<file path="config.mk">
export PLATFORM = sky130hd
export DESIGN_NAME = width_gearbox
export DESIGN_NICKNAME = d
export VERILOG_FILES = /design/src/rtl/width_gearbox_pkg.sv /design/src/rtl/gearbox_shift_buf.sv /design/src/rtl/width_gearbox.sv
export SDC_FILE = /design/constraint.sdc
export NUM_CORES = 1
export LEC_CHECK = 0
export CAP_MARGIN = 20
export CELL_PAD_IN_SITES_DETAIL_PLACEMENT = 0
export CELL_PAD_IN_SITES_GLOBAL_PLACEMENT = 1
export CORE_UTILIZATION = 29
export CTS_CLUSTER_DIAMETER = 40
export DETAILED_ROUTE_END_ITERATION = 10
export HOLD_SLACK_MARGIN = 0.15
export PLACE_DENSITY_LB_ADDON = 0.1
export SLEW_MARGIN = 30
export SYNTH_ARGS = -nofsm -noshare
export SYNTH_HDL_FRONTEND = slang
export SYNTH_SLANG_ARGS = --single-unit
</file>
<file path="constraint.sdc">
create_clock -name clk -period 7.5 [get_ports clk]
set_input_delay 0.75 -clock clk [delete_from_list [all_inputs] [get_ports clk]]
set_output_delay 0.75 -clock clk [all_outputs]
set_load 0.02 [all_outputs]
</file>
<file path="src/rtl/width_gearbox_pkg.sv">
// Shared types and width helpers for the width_gearbox bus-width converter.
package width_gearbox_pkg;

    typedef enum logic {
        STREAM = 1'b0,
        DRAIN  = 1'b1
    } gb_state_t;

    function automatic int min_int(input int a, input int b);
        return (a < b) ? a : b;
    endfunction

    function automatic int cnt_w(input int in_w, input int out_w);
        return $clog2(in_w + out_w + 1);
    endfunction

    function automatic int nb_w(input int out_w);
        return $clog2(out_w + 1);
    endfunction

endpackage

</file>
<file path="src/rtl/gearbox_shift_buf.sv">
// Bit buffer with a fill count: pop-by-n shifts down, then push appends at the
// resulting fill offset. Bits at and above cnt are always zero.
module gearbox_shift_buf
    import width_gearbox_pkg::*;
#(
    parameter int IN  = 12,
    parameter int OUT = 25,
    localparam int BW = IN + OUT,
    localparam int CW = cnt_w(IN, OUT),
    localparam int NW = nb_w(OUT)
) (
    input  logic          clk,
    input  logic          rst_n,
    input  logic          push,
    input  logic [IN-1:0] data,
    input  logic          pop,
    input  logic [NW-1:0] nbits,
    output logic [OUT-1:0] head,
    output logic [CW-1:0] cnt
);

    logic [BW-1:0] bits;
    logic [BW-1:0] bits_pop;
    logic [BW-1:0] ins;
    logic [CW-1:0] cnt_pop;

    always_comb begin
        cnt_pop  = pop ? cnt - CW'(nbits) : cnt;
        bits_pop = pop ? bits >> nbits : bits;
        ins      = BW'(data) << cnt_pop;
    end

    always_ff @(posedge clk) begin
        if (!rst_n) begin
            bits <= '0;
            cnt  <= '0;
        end else begin
            bits <= push ? (bits_pop | ins) : bits_pop;
            cnt  <= push ? cnt_pop + CW'(IN) : cnt_pop;
        end
    end

    assign head = bits[OUT-1:0];

endmodule

</file>
<file path="src/rtl/width_gearbox.sv">
// Parametric IN-to-OUT bit-stream width converter with valid/ready on both
// sides and an end-of-packet drain that emits a zero-padded partial word.
module width_gearbox
    import width_gearbox_pkg::*;
#(
    parameter int IN  = 12,
    parameter int OUT = 25
) (
    input  logic                       clk,
    input  logic                       rst_n,
    input  logic [IN-1:0]              in_data,
    input  logic                       in_valid,
    output logic                       in_ready,
    input  logic                       in_last,
    output logic [OUT-1:0]             out_data,
    output logic                       out_valid,
    input  logic                       out_ready,
    output logic                       out_last,
    output logic [nb_w(OUT)-1:0]       out_nbits,
    output logic [cnt_w(IN, OUT)-1:0]  fill
);

    localparam int CW = cnt_w(IN, OUT);
    localparam int NW = nb_w(OUT);

    if (IN < 1 || OUT < 1) begin : g_bad_param
        $error("width_gearbox: IN and OUT must be >= 1");
    end

    gb_state_t      state;
    gb_state_t      state_nxt;
    logic [OUT-1:0] head;
    logic [OUT-1:0] mask;
    logic [CW-1:0]  cnt;
    logic [CW-1:0]  cnt_left;
    logic           pop;
    logic           accept;

    gearbox_shift_buf #(
        .IN  (IN),
        .OUT (OUT)
    ) u_buf (
        .clk   (clk),
        .rst_n (rst_n),
        .push  (accept),
        .data  (in_data),
        .pop   (pop),
        .nbits (out_nbits),
        .head  (head),
        .cnt   (cnt)
    );

    // Outputs depend only on registered state; in_ready sees out_ready.
    always_comb begin
        out_nbits = NW'(min_int(int'(cnt), OUT));
        mask      = ~({OUT{1'b1}} << out_nbits);
        out_data  = head & mask;
        out_valid = (cnt >= CW'(OUT)) || (state == DRAIN && cnt != '0);
        out_last  = (state == DRAIN) && (cnt <= CW'(OUT));
        pop       = out_valid && out_ready;
        cnt_left  = pop ? cnt - CW'(out_nbits) : cnt;
        in_ready  = rst_n && (state == STREAM) && (cnt_left <= CW'(OUT));
        accept    = in_valid && in_ready;
        fill      = cnt;
    end

    always_comb begin
        state_nxt = state;
        unique case (state)
            STREAM: if (accept && in_last) state_nxt = DRAIN;
            DRAIN:  if (pop && cnt_left == '0) state_nxt = STREAM;
        endcase
    end

    always_ff @(posedge clk) begin
        if (!rst_n) state <= STREAM;
        else        state <= state_nxt;
    end

endmodule

</file>
==> results of run 1 <==
worst min-delay path: cells and delay by family (launching register included):
| family | cells | cell delay (ns) |
|---|---|---|
| AOI/OAI and AO/OA | 2 | 0.21 |
| DFF | 1 | 0.33 |
cells in the mapped netlist, drive strengths merged (5+ instances only):
library cell	number	area, µm²
a32oi	10	95.1
o221ai	7	61.3
nand3	30	155
a2bb2oi	6	70.1
and3	9	57.6
nor3	13	65.1
a22o	11	96.3
or2	6	37.5
buf	30	206
nor2	37	163
o2bb2ai	7	61.3
or3	6	37.5
a22oi	12	90.1
mux2i	80	801
dfxtp	44	881
clkbuf	31	116
a221oi	7	67.6
mux2	35	398
inv	13	48.8
a21boi	7	52.6
o21ai	45	229
o22ai	17	106
o211ai	12	90.1
and2	8	50.1
a31oi	8	50.1
nor2b	5	38.8
ha	6	75.1
a21oi	38	194
nand2	77	297
cells in the final DEF, fill, tap and decap left out, drive strengths merged, types with 7 or more instances in the layout:
| cell | count |
|---|---|
| o221ai | 7 |
| nor3 | 13 |
| a22oi | 12 |
| a221oi | 7 |
| o21ai | 45 |
| inv | 13 |
| a22o | 11 |
| a32oi | 10 |
| mux2i | 80 |
| buf | 11 |
| o22ai | 17 |
| a21oi | 38 |
| a21boi | 7 |
| nand2 | 77 |
| and3 | 9 |
| nor2 | 37 |
| dfxtp | 44 |
| and2 | 8 |
| o2bb2ai | 7 |
| nand3 | 30 |
| clkdlybuf4s50 | 55 |
| mux2 | 35 |
| a31oi | 8 |
| o211ai | 12 |
power groups by stage:
stage | sequential [W] | combinational, W | clock [W]
finish | 0.000277 | 0.000272 | 0.000291
floorplan | 0.000265 | 0.000182 | 0
global route | 0.000278 | 0.000290 | 0.000306
CTS | 0.000275 | 0.000267 | 0.000297
global placement | 0.000281 | 0.000268 | 0
detailed placement | 0.000280 | 0.000266 | 0
flip-flops by register name, indices dropped and copies added (netlist names):
register,cells
u_buf.bits,37
state,1
u_buf.cnt,6
worst paths after layout:
path                         end      startpoint  depth (start not counted)  slack [ns]
setup / recovery        in_ready    u_buf.cnt[1]                         13        1.70
hold / removal    u_buf.bits[31]  u_buf.bits[31]                          2        0.58
setup reg to reg  u_buf.bits[17]    u_buf.cnt[1]                         14        2.75
hold reg to reg   u_buf.bits[31]  u_buf.bits[31]                          2        0.58
metrics by stage:
stage	cells	util [%]	cell area (µm²)	setup WS [ns]	hold WS [ns]
finish	914	34.5	6020	1.70	0.583
global route	914	34.5	6020	1.38	0.607
CTS	914	34.5	6020	1.73	0.580
detailed placement	907	33.4	5840	2.08	0.570
global placement	907	33.4	5830	2.34	0.561
floorplan	677	-	5240	2.99	0.470
per-layer routing:
metal / up-vias / track usage (%) / routed length [µm]
met3: 58 / 4.40 / 1640
li1: 2598 / - / -
met4: 0 / 12.6 / 1160
met1: 2869 / 36.3 / 11100
met2: 276 / 40.2 / 10500
met5: - / 0 / 0
cell type report:
cell class / instances / area [µm²] / share of cell area [%]
multi-input combinational: 557 / 3990 / 66.2
sequential: 44 / 881 / 14.6
timing repair buffer: 66 / 633 / 10.5
tap: 225 / 282 / 4.67
clock buffer: 5 / 125 / 2.08
clock inverter: 2 / 60.1 / 0.997
inverter: 15 / 56.3 / 0.935
kinds of logic (layout without fill, tap and decap cells):
kind of cell | count (synthesis) | after routing | synth area share (%)
AO/OA/AOI/OAI | 223 | 223 | 30.3
AND/OR/NAND/NOR | 206 | 206 | 19.3
multiplexers | 118 | 118 | 24.2
buffers and inverters | 76 | 88 | 7.23
flip-flops | 44 | 44 | 16.8
adder cells (fa/ha/maj) | 6 | 6 | 1.43
XOR/XNOR | 4 | 4 | 0.812
==> metrics, run 1 <==
vias in the first global route=~5600; Post-synth EDFFs=0; GRT Overall Usage=26.5%; detailed placement HPWL=18300 µm; Design Power=0.000840 W; Period minus WS final=about 5.8 ns; CTS sink cnt=44; crit path kind=register to output pin; wirelength, routed=24400 µm; critical path fanouts, max=33; Net Sw Frac=36.1%; initial antenna violation count=0; final worst-path cycle share=77.3%; synthesized instance count=677; Clk Latency, worst-skew pair=just under 0.3 ns; Root Buffer=clkbuf_16; mean post-synth cell area=between 7 and 8 µm²; Core Rows=48; core area=17500 µm²; internal power=0.000536 W; crit end category=output pin; Synth Cell Area=5240 µm²; number of fill cells=1840; DIE AREA=18600 µm²; Buffers & Inverters on Critical Path=2; via count=5801; Comb pwr share=32.4%; slew at the pin with the worst max-slew slack=just over 0.9 ns; first-pass GRT wire length=~36000 µm; Static Leak=between 2 and 2.5 nW; VDD IR-drop max=0.0713 mV; largest net degree at the start of global routing=37; final setup TNS=0 ns; sequential power share=32.9%; Synth Flop Type=dfxtp_1; die span in y=~140 µm; cell repeated most along the worst path=nor2_1; Yosys reg bits=44; area grow syn2layout=14.9%; sequential area share after synthesis=16.8%; total CTS buffers=5; Max Fclk=0.172 GHz; H-tree Lvls=2; Async S/R FF share, synth=0%; crit path launch type=register; share of layout cells above drive strength 1=11.9%; Setup violations, final=0; Synth cell types=82; CP Cell Sequence=o311a_1 -> nor2_1 -> nor2_1 -> ha_1 -> o31ai_1 -> a2bb2oi_4 -> inv_2 -> ha_1 -> o211ai_1 -> a32oi_2 -> nor2_1 -> nor4_1 -> clkdlybuf4s50_1; Clk pwr share=34.6%; clk_skew=between 0.004 and 0.005 ns; pwr/cell area=approximately 140 nW/µm²; Top delay family on crit path=compound AO/OA/AOI/OAI gates; post-CTS setup buffers=0; clock-pin slew on the worst setup and hold paths=~0.06 ns; Required @ worst endpoint=6.75 ns; IO buf count=55; CP arrival=5.05 ns; DRC errors left=0; slew margin rel.=39.1%; nets@finish=712; initial core utilization=30.0%; worst min path class=register to register; final antenna-violating net count=0; global route overflow=0; I/O pin count=56; drt initial violations=roughly 490; drt wl/cell=26.7 µm; post_cts resized=0; total of max-cap violations=0; # diodes=0; DIE WIDTH=136 µm; TritonCTS clock tree=yes; cts hold-fix bufs=0; CTS Buffer Depth=2; Sw Pwr=around 0.00030 W; Pins Over Slew Limit=0; Synth Warn #=0; status=finished clean; Final Hold Viols=0; syn nets=700; Worst path max stage delay=0.65 ns; Via density=6.35; RSZ-0062 raised after global routing=no; gpl congestion=about 0.9; Pre-antenna DRT Iters=6; highest-delay cell along the critical path=clkdlybuf4s50_1
Power figures use the tool's default switching activity.
==> inputs of run 2 (changes only) <==
Clock period 7.5 ns to 5.6 ns, I/O delays scaled along.
==> metrics, run 2 (same netlist as run 1, synthesis figures left out) <==
slew margin rel.=49.9% (+11 points); crit path kind=register to output pin; initial core utilization=30.0% (unchanged); DRC errors left=0 (unchanged); reg-to-reg endpoint=u_buf.bits[21]; post-CTS setup buffers=0 (unchanged); Top Registers=u_buf.bits x37, u_buf.cnt x6, state x1; share of layout cells above drive strength 1=12.8% (+0.87 points); post_cts resized=0 (unchanged); sequential power share=35.1% (+2.2 points); R2R Path Start=u_buf.cnt[3]; Root Buffer=clkbuf_16; Final Core Density=34.5% (+0.064 points); slew at the pin with the worst max-slew slack=0.746 ns (-0.162 ns); crit path launch type=register; gpl congestion=0.961 (+6.9%); area grow syn2layout=15.1%; Pre-antenna DRT Iters=6 (unchanged); initial antenna violation count=0 (unchanged); Core Rows=48 (unchanged); GRT Overall Usage=27.0% (+0.50 points); Clk Latency, worst-skew pair=0.31 ns (+0.02 ns); Via density=6.37 (+0.36%); pwr/cell area=175 nW/µm² (+25%); hold depth=2 (unchanged); total CTS buffers=5 (unchanged); most common cell after layout, fill and taps aside=mux2i_1; Static Leak=2.35 nW (+0.92%); cts hold-fix bufs=0 (unchanged); Hold Path Origin=u_buf.bits[31]; RSZ-0062 raised after global routing=no; Finished Cell Area=6040 µm² (+0.19%); DIE WIDTH=136 µm (unchanged); most frequent cells in the layout=mux2i_1, nand2_1, clkdlybuf4s50_1, dfxtp_1, o21ai_0; final setup TNS=0 ns (unchanged); VDD IR-drop max=0.113 mV (+59%); Max Fclk=0.204 GHz; first-pass GRT wire length=36700 µm (+1.2%); register area=881 µm² (unchanged); number of fill cells=1864 (+1.3%); Setup violations, final=0 (unchanged); clock-pin slew on the worst setup and hold paths=0.07 ns (about the same); drt wl/cell=26.7 µm (+0.11%); nets@finish=719 (+0.98%); largest net degree at the start of global routing=35 (-5.4%); I/O pin count=56 (unchanged); IO buf count=55 (unchanged); worst-case reg-to-reg path depth=14 (unchanged); Period minus WS final=between 4 and 5 ns; clk_skew=0.00615 ns (+0.00214 ns); Final Hold Viols=0 (unchanged); vias in the first global route=5526 (-1.4%); Net Sw Frac=39.1% (+2.9 points); die span in y=136 µm (unchanged); CTS sink cnt=44 (unchanged); Pins Over Slew Limit=0 (unchanged); dpl cells=914 (+0.77%); Comb pwr share=34.7% (+2.3 points); Non-Filler Instances=922 (+0.88%); Required @ worst endpoint=5.04 ns (-1.71 ns); final worst-path cycle share=87.5%; H-tree Lvls=2 (unchanged); core area=17500 µm² (unchanged); via count=5873 (+1.2%); Area after DPL=5890 µm² (+0.81%); internal power=0.000643 W (+20%); status=finished clean; detailed placement HPWL=18500 µm (+1.4%); Clk pwr share=30.2% (-4.4 points); global route overflow=0 (unchanged); CP arrival=4.34 ns (-0.71 ns); R2R Setup Slk=1.47 ns (-1.28 ns); # diodes=0 (unchanged); crit end category=output pin; wirelength, routed=24700 µm (+0.99%); Hold Crit Endpoint=u_buf.bits[31]; final antenna-violating net count=0 (unchanged); drt initial violations=683 (+41%); most flop-heavy register=u_buf.bits; area used by multi-input combinational logic=3980 µm² (-0.13%); total of max-cap violations=0 (unchanged); Sw Pwr=0.000412 W (+36%); number of flip-flops in the largest register=37 (unchanged); TritonCTS clock tree=yes; DIE AREA=18600 µm² (unchanged); worst min path class=register to register; critical path fanouts, max=19 (-42%); crit path from=u_buf.cnt[3]; CTS Buffer Depth=2 (unchanged)
==> run 2: changes by cell type in the layout (fill, tap and decap cells not counted), sizes merged <==
cell,previous run,this run
buf,11,18
bufinv,2,0
clkbuf,5,6
clkinv,2,4
==> run 2: critical path, stage by stage (launching register included) <==
cell and delay (ns):
dfxtp_1 0.68, o311a_1 0.34, nor2_1 0.10, nor2_1 0.22, ha_1 0.27, nand2_1 0.08, a21oi_1 0.23, a2bb2oi_4 0.50
inv_2 0.07, ha_1 0.24, a32oi_2 0.28, nor2_1 0.13, nor4_1 0.24, clkdlybuf4s50_1 0.64
==> run 2: power groups by stage <==
| stage | Combinational [W] | Clock (W) | Sequential, W |
|---|---|---|---|
| 2_1_floorplan | 0.000244 | 0 | 0.000355 |
| 3_3_place_gp | 0.000359 | 0 | 0.000377 |
| 3_5_place_dp | 0.000357 | 0 | 0.000376 |
| 4_1_cts | 0.000359 | 0.000323 | 0.000369 |
| 5_1_grt | 0.000389 | 0.000338 | 0.000371 |
| 6_report | 0.000366 | 0.000319 | 0.000371 |
==> run 2: how the worst max path moves through the flow <==
stage	endpoint	slack, ns	cells past startpoint
after floorplan	in_ready	1.28	15
after global placement	in_ready	1.21	13
after detailed placement	in_ready	1.10	13
after CTS	in_ready	0.75	13
after global routing	in_ready	0.41	13
final	in_ready	0.70	13
==> run 2: final cells by class <==
cell class	instances	share of cell area, %
clock buffer	6	2.30
clock inverter	2	0.166
inverter	15	0.933
multi-input combinational	557	66.0
sequential	44	14.6
tap	225	4.66
timing repair buffer	73	11.4
==> run 2: through the flow <==
stage          hold slack, ns  power [W]  setup slack (ns)
3_5_place_dp            0.561   0.000733              1.10
3_3_place_gp            0.564   0.000736              1.21
4_1_cts                 0.569    0.00105             0.753
6_report                0.566    0.00106             0.698
2_1_floorplan           0.470   0.000598              1.28
5_1_grt                 0.612    0.00110             0.405
==> run 2: layer usage <==
metal  GRT usage, %  wire (µm)  up-vias
met5              0          0        -
met4           8.89        672        0
met3           3.69       1790       37
met2           42.0      11000      293
met1           38.0      11200     2923
li1               -          -     2620
==> inputs of run 3 (changes only) <==
Settings changed: ABC_AREA from default to 1.
==> metrics, run 3 <==
status=finished clean; via count=6720 (+14%); vias in the first global route=6040 (+9.3%); DIE AREA=18600 µm² (-0.21%); crit end category=output pin; CP Cell Sequence=inv_2 -> nand2_1 -> nand3_2 -> nand2_4 -> nand2_1 -> ha_1 -> or2_2 -> nand3_1 -> nand2_1 -> inv_1 -> ha_1 -> inv_1 -> o21ai_0 -> o21ai_2 -> nand2_2 -> inv_1 -> clkdlybuf4s50_1; syn nets=1019 (+46%); R2R Path Start=u_buf.cnt[1]; largest net degree at the start of global routing=50 (+43%); Synth top cells by count=nand2_1, nand3_1, o21ai_0; WHS=0.494 ns (-0.0712 ns); Clk Latency, worst-skew pair=0.31 ns (about the same); total CTS buffers=5 (unchanged); synthesized instance count=996 (+47%); VDD IR-drop max=0.141 mV (+24%); synth top area cells=nand2_1, dfxtp_1, nand3_1, o21ai_0, inv_1; Highest Signal Layer=met4; drt wl/cell=19.5 µm (-27%); gpl congestion=0.902 (-6.1%); share of layout cells above drive strength 1=6.02% (-6.7 points); crit path launch type=register; mean post-synth cell area=5.25 µm² (-32%); H-tree Lvls=2 (unchanged); final worst-path cycle share=89.3% (+1.7 points); post_cts resized=0 (unchanged); WL met2=10700 µm (-2.7%); Max Fclk=0.200 GHz (-1.9%); DRT met1 WL=11400 µm (+1.2%); critical path fanouts, max=22 (+3); most common cell after layout, fill and taps aside=nand2_1; Required @ worst endpoint=5.04 ns (about the same); Pins Over Slew Limit=0 (unchanged); pwr/cell area=207 nW/µm² (+18%); Worst path max stage delay=0.66 ns (-0.02 ns); Synth cell types=39 (-52%); Synth Warn #=0 (unchanged); worst min path class=register to register; Hold Path Origin=u_buf.bits[36]; crit path kind=register to output pin; core area=17500 µm² (unchanged); met3 wire len=1310 µm (-27%); drt initial violations=777 (+14%); Top delay family on crit path=buffers and inverters; GRT Overall Usage=26.6% (-0.43 points); clk_skew=0.0172 ns (+0.0110 ns); first-pass GRT wire length=36400 µm (-0.77%); # diodes=0 (unchanged); Synth Flop Type=dfxtp_1; worst setup path end=in_ready; Yosys reg bits=44 (unchanged); sequential area share after synthesis=16.8% (+0.036 points); Synth Cell Area=5230 µm² (-0.21%); Core Rows=48 (unchanged); critical path depth=17 (+4); Final Hold Viols=0 (unchanged); I/O pin count=56 (unchanged); RSZ-0062 raised after global routing=no; Pre-antenna DRT Iters=6 (unchanged); Yosys top cell area share=24.0% (+7.2 points); CTS sink cnt=44 (unchanged); worst-case reg-to-reg path depth=17 (+3); total of max-cap violations=0 (unchanged); hold depth=2 (unchanged); Period minus WS final=5.00 ns (+0.0963 ns); Setup violations, final=0 (unchanged); die span in y=136 µm (-0.11%); DIE WIDTH=136 µm (-0.11%); most frequent cells in the layout=nand2_1, nand3_1, o21ai_0, inv_1, nor2_1; cts hold-fix bufs=0 (unchanged); most flop-heavy register=u_buf.bits; Buffers & Inverters on Critical Path=5 (+3); number of fill cells=2077 (+11%); Post-synth EDFFs=0 (unchanged); Top Registers=u_buf.bits x37, u_buf.cnt x6, state x1; clock-pin slew on the worst setup and hold paths=0.06 ns (about the same); area grow syn2layout=16.2%; CP arrival=4.44 ns (+0.10 ns); detailed placement HPWL=19000 µm (+2.7%); number of flip-flops in the largest register=37 (unchanged); IO buf count=55 (unchanged); R2R Setup Slk=1.41 ns (-0.06 ns); slew margin rel.=42.1% (-7.8 points); final antenna-violating net count=0 (unchanged); nets@finish=1035 (+44%); initial core utilization=29.9% (-0.064 points); slew at the pin with the worst max-slew slack=0.865 ns (+0.120 ns); global route overflow=0 (unchanged); CTS Buffer Depth=2 (unchanged); Design Power=0.00126 W (+19%); Async S/R FF share, synth=0% (unchanged); DRC errors left=0 (unchanged); final setup TNS=0 ns (unchanged); TritonCTS clock tree=yes; crit path from=u_buf.cnt[1]; Via density=5.43 (-15%); highest-delay cell along the critical path=inv_1; post-CTS setup buffers=0 (unchanged); Static Leak=2.77 nW (+18%); initial antenna violation count=0 (unchanged); cell taking the most area after synthesis=nand2_1; reg-to-reg endpoint=u_buf.bits[3]; Root Buffer=clkbuf_16; wirelength, routed=24200 µm (-1.9%); most numerous cell in the Yosys netlist=nand2_1
==> run 3: kinds of logic (layout without fill, tap and decap cells) <==
kind of cell,after synthesis,count (layout),synth area share [%]
AOI/OAI and AO/OA,177,177,18.6
DFF,44,44,16.8
and+or+nand+nor,623,623,51.9
adders and majority gates,6,6,1.44
buffers and inverters,146,163,11.3
==> run 3: worst min-delay path by stage <==
stage | endpoint | slack [ns]
detailed placement | u_buf.bits[36] | 0.49
global placement | u_buf.bits[36] | 0.48
floorplan | u_buf.bits[36] | 0.46
global route | u_buf.bits[36] | 0.52
finish | u_buf.bits[36] | 0.49
CTS | u_buf.bits[36] | 0.49
==> run 3: metal layers <==
metal,GRT usage [%],up-vias
li1,-,3295
met1,37.7,3147
met2,41.5,246
met3,2.46,32
met4,9.51,0
met5,0,-
==> run 3: worst register-to-register path, stage by stage (launching register included) <==
cell and delay, ns:
dfxtp_1 0.54, inv_2 0.12, nand2_1 0.12, nand3_2 0.12, nand2_4 0.15, nand2_1 0.10
ha_1 0.23, or2_2 0.29, nand3_1 0.08, nand2_1 0.38, inv_1 0.67, ha_1 0.26
inv_1 0.04, o21ai_0 0.19, o21ai_2 0.13, nand3_4 0.19, or2_0 0.33, a21oi_1 0.13
==> run 3: power by group <==
part / switching [W] / internal, W / leakage (nW)
Combinational: 0.000391 / 0.000157 / 2.33
Clock: 0.000143 / 0.000211 / 0.0808
Sequential: 0.0000212 / 0.000333 / 0.357
==> run 3: stage by stage <==
stage               utilization [%]  worst slack (ns)  area [µm²]  instances
floorplan                         -              2.25        5230        996
global placement               33.8              1.03        5900       1230
detailed placement             33.8             0.954        5900       1230
CTS                            34.7             0.630        6070       1238
global route                   34.8             0.240        6080       1238
finish                         34.8             0.602        6080       1238
==> run 3: cell type report <==
cell class	instances	area (µm²)	share of cell area (%)
timing repair buffer	66	633	10.4
clock inverter	2	35.0	0.576
sequential	44	881	14.5
tap	225	282	4.63
inverter	89	334	5.50
multi-input combinational	806	3780	62.3
clock buffer	6	129	2.12
